<file path="src/rtl/lsu_mem_stage.sv">
// Load/store unit between the core FSM and the data SRAM: one request in, one response out.
// Optional alignment-error checking is enabled by defining LSU_ALE_CHECK_EN.
module lsu_mem_stage #(
  parameter int RD_LATENCY = 1
) (
  input  logic        clk,
  input  logic        reset,
  input  logic        req_valid,
  output logic        req_ready,
  input  logic        req_wr,
  input  logic [1:0]  req_size,
  input  logic        req_unsigned,
  input  logic [31:0] req_addr,
  input  logic [31:0] req_wdata,
  output logic        resp_valid,
  input  logic        resp_ready,
  output logic [31:0] resp_rdata,
  output logic        resp_ale,
  output logic        data_sram_en,
  output logic [3:0]  data_sram_we,
  output logic [31:0] data_sram_addr,
  output logic [31:0] data_sram_wdata,
  input  logic [31:0] data_sram_rdata
);

  typedef enum logic [1:0] {IDLE, ACCESS, WAIT, RESP} state_t;

  localparam logic [2:0] LAT = RD_LATENCY[2:0];

  state_t      state, state_nxt;
  logic [31:0] addr_q, wdata_q, rdata_q;
  logic [1:0]  size_q;
  logic        wr_q, unsigned_q, ale_q;
  logic [2:0]  cnt;
  logic        misaligned;
  logic [3:0]  strobe;
  logic [7:0]  byte_sel;
  logic [15:0] half_sel;
  logic [31:0] load_ext;

`ifdef LSU_ALE_CHECK_EN
  always_comb begin
    misaligned = 1'b0;
    case (req_size)
      2'b00:   misaligned = 1'b0;
      2'b01:   misaligned = req_addr[0];
      default: misaligned = |req_addr[1:0];
    endcase
  end
`else
  assign misaligned = 1'b0;
`endif

  always_ff @(posedge clk) begin
    if (reset) state <= IDLE;
    else       state <= state_nxt;
  end

  always_comb begin
    state_nxt = state;
    case (state)
      IDLE:    if (req_valid) state_nxt = misaligned ? RESP : ACCESS;
      ACCESS:  state_nxt = wr_q ? RESP : WAIT;
      WAIT:    if (cnt == LAT) state_nxt = RESP;
      RESP:    if (resp_ready) state_nxt = IDLE;
      default: state_nxt = IDLE;
    endcase
  end

  // Request registers are reset too, so the SRAM-facing outputs read as zero out of reset.
  // NOTE: sequential state uses non-blocking assignments so every flop samples pre-edge values.
  always_ff @(posedge clk) begin
    if (reset) begin
      addr_q     <= '0;
      wdata_q    <= '0;
      rdata_q    <= '0;
      size_q     <= '0;
      wr_q       <= 1'b0;
      unsigned_q <= 1'b0;
      ale_q      <= 1'b0;
      cnt        <= '0;
    end else begin
      case (state)
        IDLE: if (req_valid) begin
          addr_q     <= req_addr;
          wdata_q    <= req_wdata;
          size_q     <= req_size;
          wr_q       <= req_wr;
          unsigned_q <= req_unsigned;
          ale_q      <= misaligned;
          rdata_q    <= '0;
        end
        ACCESS: cnt <= 3'd1;
        WAIT: begin
          if (cnt == LAT) rdata_q <= load_ext;
          else            cnt     <= cnt + 3'd1;
        end
        default: ;
      endcase
    end
  end

  // NOTE: every combinational output gets a default first so no path can infer a latch.
  always_comb begin
    strobe          = 4'b1111;
    data_sram_wdata = wdata_q;
    case (size_q)
      2'b00: begin
        strobe          = 4'b0001 << addr_q[1:0];
        data_sram_wdata = {4{wdata_q[7:0]}};
      end
      2'b01: begin
        strobe          = addr_q[1] ? 4'b1100 : 4'b0011;
        data_sram_wdata = {2{wdata_q[15:0]}};
      end
      default: ;
    endcase
  end

  always_comb begin
    byte_sel = data_sram_rdata[8*addr_q[1:0] +: 8];
    half_sel = data_sram_rdata[16*addr_q[1] +: 16];
    load_ext = data_sram_rdata;
    case (size_q)
      2'b00:   load_ext = {{24{byte_sel[7] & ~unsigned_q}}, byte_sel};
      2'b01:   load_ext = {{16{half_sel[15] & ~unsigned_q}}, half_sel};
      default: ;
    endcase
  end

  always_comb begin
    req_ready    = (state == IDLE);
    resp_valid   = (state == RESP);
    data_sram_en = (state == ACCESS);
    data_sram_we = (state == ACCESS && wr_q) ? strobe : 4'b0000;
  end

  assign data_sram_addr = {addr_q[31:2], 2'b00};
  assign resp_rdata     = rdata_q;
  assign resp_ale       = ale_q;

endmodule

</file>
<file path="config.mk">
export PLATFORM = sky130hd
export DESIGN_NAME = lsu_mem_stage
export DESIGN_NICKNAME = d
export VERILOG_FILES = /design/src/rtl/lsu_mem_stage.sv
export SDC_FILE = /design/constraint.sdc
export NUM_CORES = 1
export LEC_CHECK = 0
export ABC_AREA = 1
export CAP_MARGIN = 20
export CORE_MARGIN = 8
export CORE_UTILIZATION = 43
export DETAILED_ROUTE_END_ITERATION = 6
export PLACE_DENSITY = 0.81
export SLEW_MARGIN = 15
export SYNTH_ARGS = -nofsm -noshare
export SYNTH_HDL_FRONTEND = slang
export SYNTH_SLANG_ARGS = --single-unit
</file>
<file path="constraint.sdc">
create_clock -name clk -period 1.9 [get_ports clk]
set_clock_uncertainty 0.05 [all_clocks]
set_input_delay 0.38 -clock clk [delete_from_list [all_inputs] [get_ports clk]]
set_output_delay 0.38 -clock clk [all_outputs]
set_load 0.02 [all_outputs]
</file>
# == Word-level counts from Yosys, hierarchy flattened ==
# Index checks and enable logic that the tools add are counted.
# Widths: inputs -> output; s select.
# totals
register_bits,105
inputBits,104
out_inout_bits,104
elab_cells,48
# op_classes
addsub,1
eq_ne,9
n_shift,3
mux,15
n_bitwise,3
n_reduce_logical,9
# op_table
operator,n
$pmux 32 s2,3
$mux 32,2
$shiftx 32x6->16,1
$shiftx 32x6->8,1
$mux 4,2
$pmux 2 s4,1
$pmux 4 s2,1
$mux 2,3
$ne 2x2->1 const B,3
$pmux 3 s2,1
$reduce_and 3->1,2
$eq 2x1->1 const B,2
$eq 2x2->1 const B,2
$logic_not 2->1,2
$reduce_and 2->1,2
$reduce_bool 2->1,2
$shl 1x2->4 const A,1
$add 3x1->3 const B,1
$eq 3x1->1 const B,1
$mux 3,1
$and 1x1->1,2
$ne 2x1->1 const B,1
$logic_and 1x1->1,1
$mux 1,1
$not 1->1,1

# == Depth between registers and ports, before layout ==
# logic_depth
depth_word,5
ltp_mapped,11
mapped_depth_nobuf,10

# == Least setup slack after synthesis ==
# OpenSTA, ideal clock, no wires.
# synth_path
path_kind,reg-to-output
start,reg state[1]
end,out data_sram_we[3]
arrival_ps,1384
required_ps,1470
slack_ps,86
stages_incl_launch_ff,6
path_buffers,0
cell_sequence,dfxtp_1 -> inv_1 -> ha_1 -> nand2_1 -> o21bai_1 -> a21oi_1
# synth_between
elab_chain_len,3
# synth_lines
element,line,source
start: declaration,30,"state_t state, state_nxt;"
start signal: assignment,56,else state <= state_nxt;
$eq 2x1->1,-,
net data_sram_en,19,"output logic data_sram_en,"
$logic_and 1x1->1,135,data_sram_we = (state == ACCESS && wr_q) ? strobe : 4'b0000;
$mux 4,135,
end: declaration,20,"output logic [3:0] data_sram_we,"
# The timed path passes the listed nets, and every way through them passes these cells.

# == Final worst setup path ==
# layout_path
start,reg size_q[1]
end,out data_sram_wdata[29]
# layout_between
elab_chain_len,2
word_cells_on_any_way,3
classes_between,eq/ne: 1; mux: 1; reduce/logical: 1
# layout_lines
element,line,source
start: declaration,32,logic [1:0] size_q;
start signal: assignment,87,size_q <= req_size;
$eq 2x1->1 or $logic_not 2->1 (tied branches),107,case (size_q)
$pmux 32 s2 *,107,
end: declaration,22,"output logic [31:0] data_sram_wdata,"
# Every way passes the cells marked *; elsewhere a longest branch is shown, timed or not.

==> metrics.md <==
| Metric | Value |
|---|---|
| Multiplexer area fraction after synthesis | 0% |
| ANT nets after route | 0 |
| Post-layout net count | 1006 |
| FILL cells | between 900 and 1000 |
| Max-slew violation count | 0 |
| Clock power share | 18.8% |
| P&R area growth vs syn | 48.63% |
| Critical path cell sequence | buf_6, nor2_4, inv_4, buf_6, o211ai_1, buf_4 |
| Most frequent cells in the layout | 170 x clkdlybuf4s50_1, 140 x nand2_1, 126 x nor2_1 |
| Max Clk Rate | 512.2 MHz |
| Reg power frac | 29.6% |
| Core footprint | about 11000 sq um |
| Setup tns final | -0.1063 ns |
| Crit end category | output port |
| Post-Synth XOR/XNOR Area | 0% |
| Synth Area in Compound Gates | 19.59% |
| Largest family of logic cells by synthesized area | simple AND/OR/NAND/NOR gates |
| WP depth | 6 |
| Sw frac | a little over two fifths |
| Total track usage | roughly a fifth |
| Final period util | 102.8% |
| Via Count | between 5000 and 6000 |
| Initial antenna violation count | 1 |
| Maximum VDD drop | around 670 uV |
| Cell variety after synth | 31 |
| Crit path arrival time | 1.52 ns |
| Syn_area_per_cell | around 7.1 sq um |
| Ys Warns | 0 |
| Final Setup Violations | 3 |
| Largest net degree at the start of global routing | 63 |
| Post-synthesis register bit count | 105 |
| Fin crit period | 1.952 ns |
| Commonest non-fill, non-tap cell in the layout | clkdlybuf4s50_1 |
| WHS | 0.4139 ns |
| CP max FO | 8 |
| Dpl hpwl | ~13000 um |
| Worst-case reg-to-reg path depth | 10 |
| Most frequent CP cell | buf_6 |
| Comb power frac | 51.7% |
| Outcome | complete, but fails checks |
| Internal | approximately 6 mW |
| Worst-path clk slew | 0.07 ns |
| Placed inst area | 7202 sq um |
| Multi-input gate area | about 2400 sq um |
| Core Rows | 39 |
| PD cells | 1392 nW/um^2 |
| DR iter-0 viols | 447 |
| Clock Sinks | 105 |
| Grt ovf | 0 |
| Vias per inst | between 5 and 6 |
| FF/Latch Area | 2110 sq um |
| Die ar. | about 16000 sq um |
| CP startpoint kind | flip-flop |
| WP data required | roughly 1.5 ns |
| Failing checks | negative setup slack |
| Seq/Total Area, Yosys | 41.49% |
| Adder-cell share of the synthesized area | ~1.7% |
| Number of I/O pins | ~210 |
| Clk buf depth | 2 |
| I/O Buffers | 204 |
| DRC violations left | 0 |
| R2R Setup Slk | about 0.08 ns |
| CTS buffer count | 9 |
| CTS tree | built |
| Vias in the first global route | 5128 |
| CP max stage cell | dfxtp_4 |
| Hold Path Cell Cnt | 2 |
| Worst Path Buf+Inv | 4 |
| Wire per inst | 16.34 um |
| Width of the die | 124.5 um |
| Switching power | 4.404 mW |
| Leakage | 3.137 nW |
| First-pass GRT wire length | 27050 um |
| Finished layout cell area | around 7500 sq um |
| Die height | 124.5 um |
| Cells after synthesis | 715 |
| Crit path max-delay family | buffers and inverters |
| CTS Hold Bufs | 0 |
| GPL Wtd Cong | 0.8953 |
| RSZ-0062 raised after global routing | yes |
| Pre-Repair DR Iteration Count | 6 |
| Fin. Hold Viols | 0 |
| Slowest stage delay, CP | about 0.36 ns |
| Root Driver | clkbuf_16 |
| Post-Synth Simple-Gate Area | 24.03% |
| Fin worst setup slack | -0.05235 ns |
| WS Path Type | reg2out |
| Area of the mapped netlist | 5066 sq um |
| Maxcap violations | 0 |
| Final WL | 17060 um |
| Worst min-delay path class | reg2reg |
| Initial Utilization | around 44% |
| Share of cells above drive strength 1 | 14.78% |
| Clk_lat worst skew | 0.35 ns |
| Clock H-tree levels | 3 |
| Final core occ | ~66% |
per-layer routing:
metal  vias up  wire (um)  global-route usage (%)
met4         0        515                   9.001
met2       201       8098                   35.36
met5         -          0                       0
met1      2382       7020                   24.27
met3        34       1430                   7.191
li1       2643          -                       -
tightest hold or removal path, delay by kind of cell (launching register included):
kind	cells	cell delay, ns
simple gates	1	0.06
flops	1	0.31
compound gates	1	0.05
cell usage after synthesis, drive strengths merged:
cell | instances | area [sq um]
ha | 7 | 87.58
nand2 | 147 | 571.8
clkbuf | 19 | 71.32
o22ai | 8 | 50.05
nor2 | 136 | 530.5
nor3 | 1 | 5.000
a211oi | 1 | 7.510
dfxtp | 105 | 2102
o21ai | 93 | 476.7
o21bai | 1 | 7.510
a31oi | 1 | 6.260
a21oi | 60 | 315.3
conb | 1 | 3.750
nand3 | 17 | 110.1
buf | 62 | 436.7
o211ai | 9 | 67.56
o2111ai | 7 | 61.31
inv | 40 | 155.2
repair_timing:
action,4_1_cts,5_1_grt
resized for setup,148,21
buffers inserted,3,0
pin swaps,2,2
endpoints found under the setup margin,32,14
final cells by class:
cell class / count / area share [%]
antenna: 1 / 0.03323
inverter: 40 / 2.094
timing repair buffer: 248 / 31.39
clock buffer: 9 / 2.991
clock inverter: 7 / 1.147
multi-input combinational: 491 / 31.95
sequential: 105 / 28.02
tap: 143 / 2.376
cells by family after synthesis:
| logic type | count (synthesis) |
|---|---|
| buffers and inverters | 121 |
| and+or+nand+nor | 301 |
| other | 1 |
| AOI/OAI and AO/OA | 180 |
| adders and majority gates | 7 |
| DFF | 105 |
power by group through the flow:
stage	logic, mW	registers [mW]	clock network [mW]
floorplan	3.18	3.22	0
global placement	5.38	3.09	0
detailed placement	5.44	3.12	0
CTS	5.37	3.08	1.98
global route	5.89	3.16	2.09
finish	5.41	3.10	1.97
metrics by stage:
step	instances	setup slack (ns)	total power, mW
finish	1044	-0.05235	10.48
global route	1044	-0.08616	11.14
CTS	1044	-0.05073	10.43
detailed placement	1025	-0.2431	8.551
global placement	1025	-0.1634	8.468
floorplan	717	0.08587	6.401
sequential cells by signal, indices dropped and copies added, names as in the netlist:
| signal | flops |
|---|---|
| addr_q | 32 |
| resp_rdata | 32 |
| wdata_q | 32 |
| cnt | 3 |
| size_q | 2 |
| state | 2 |
| unsigned_q | 1 |
| wr_q | 1 |
path summary, 6_finish.rpt:
kind / end / startpoint
max: data_sram_wdata[29] / size_q[1]
min: resp_rdata[9] / resp_rdata[9]
max reg2reg: resp_rdata[12] / state[0]
min reg2reg: resp_rdata[9] / resp_rdata[9]
Power figures use the tool's default switching activity.
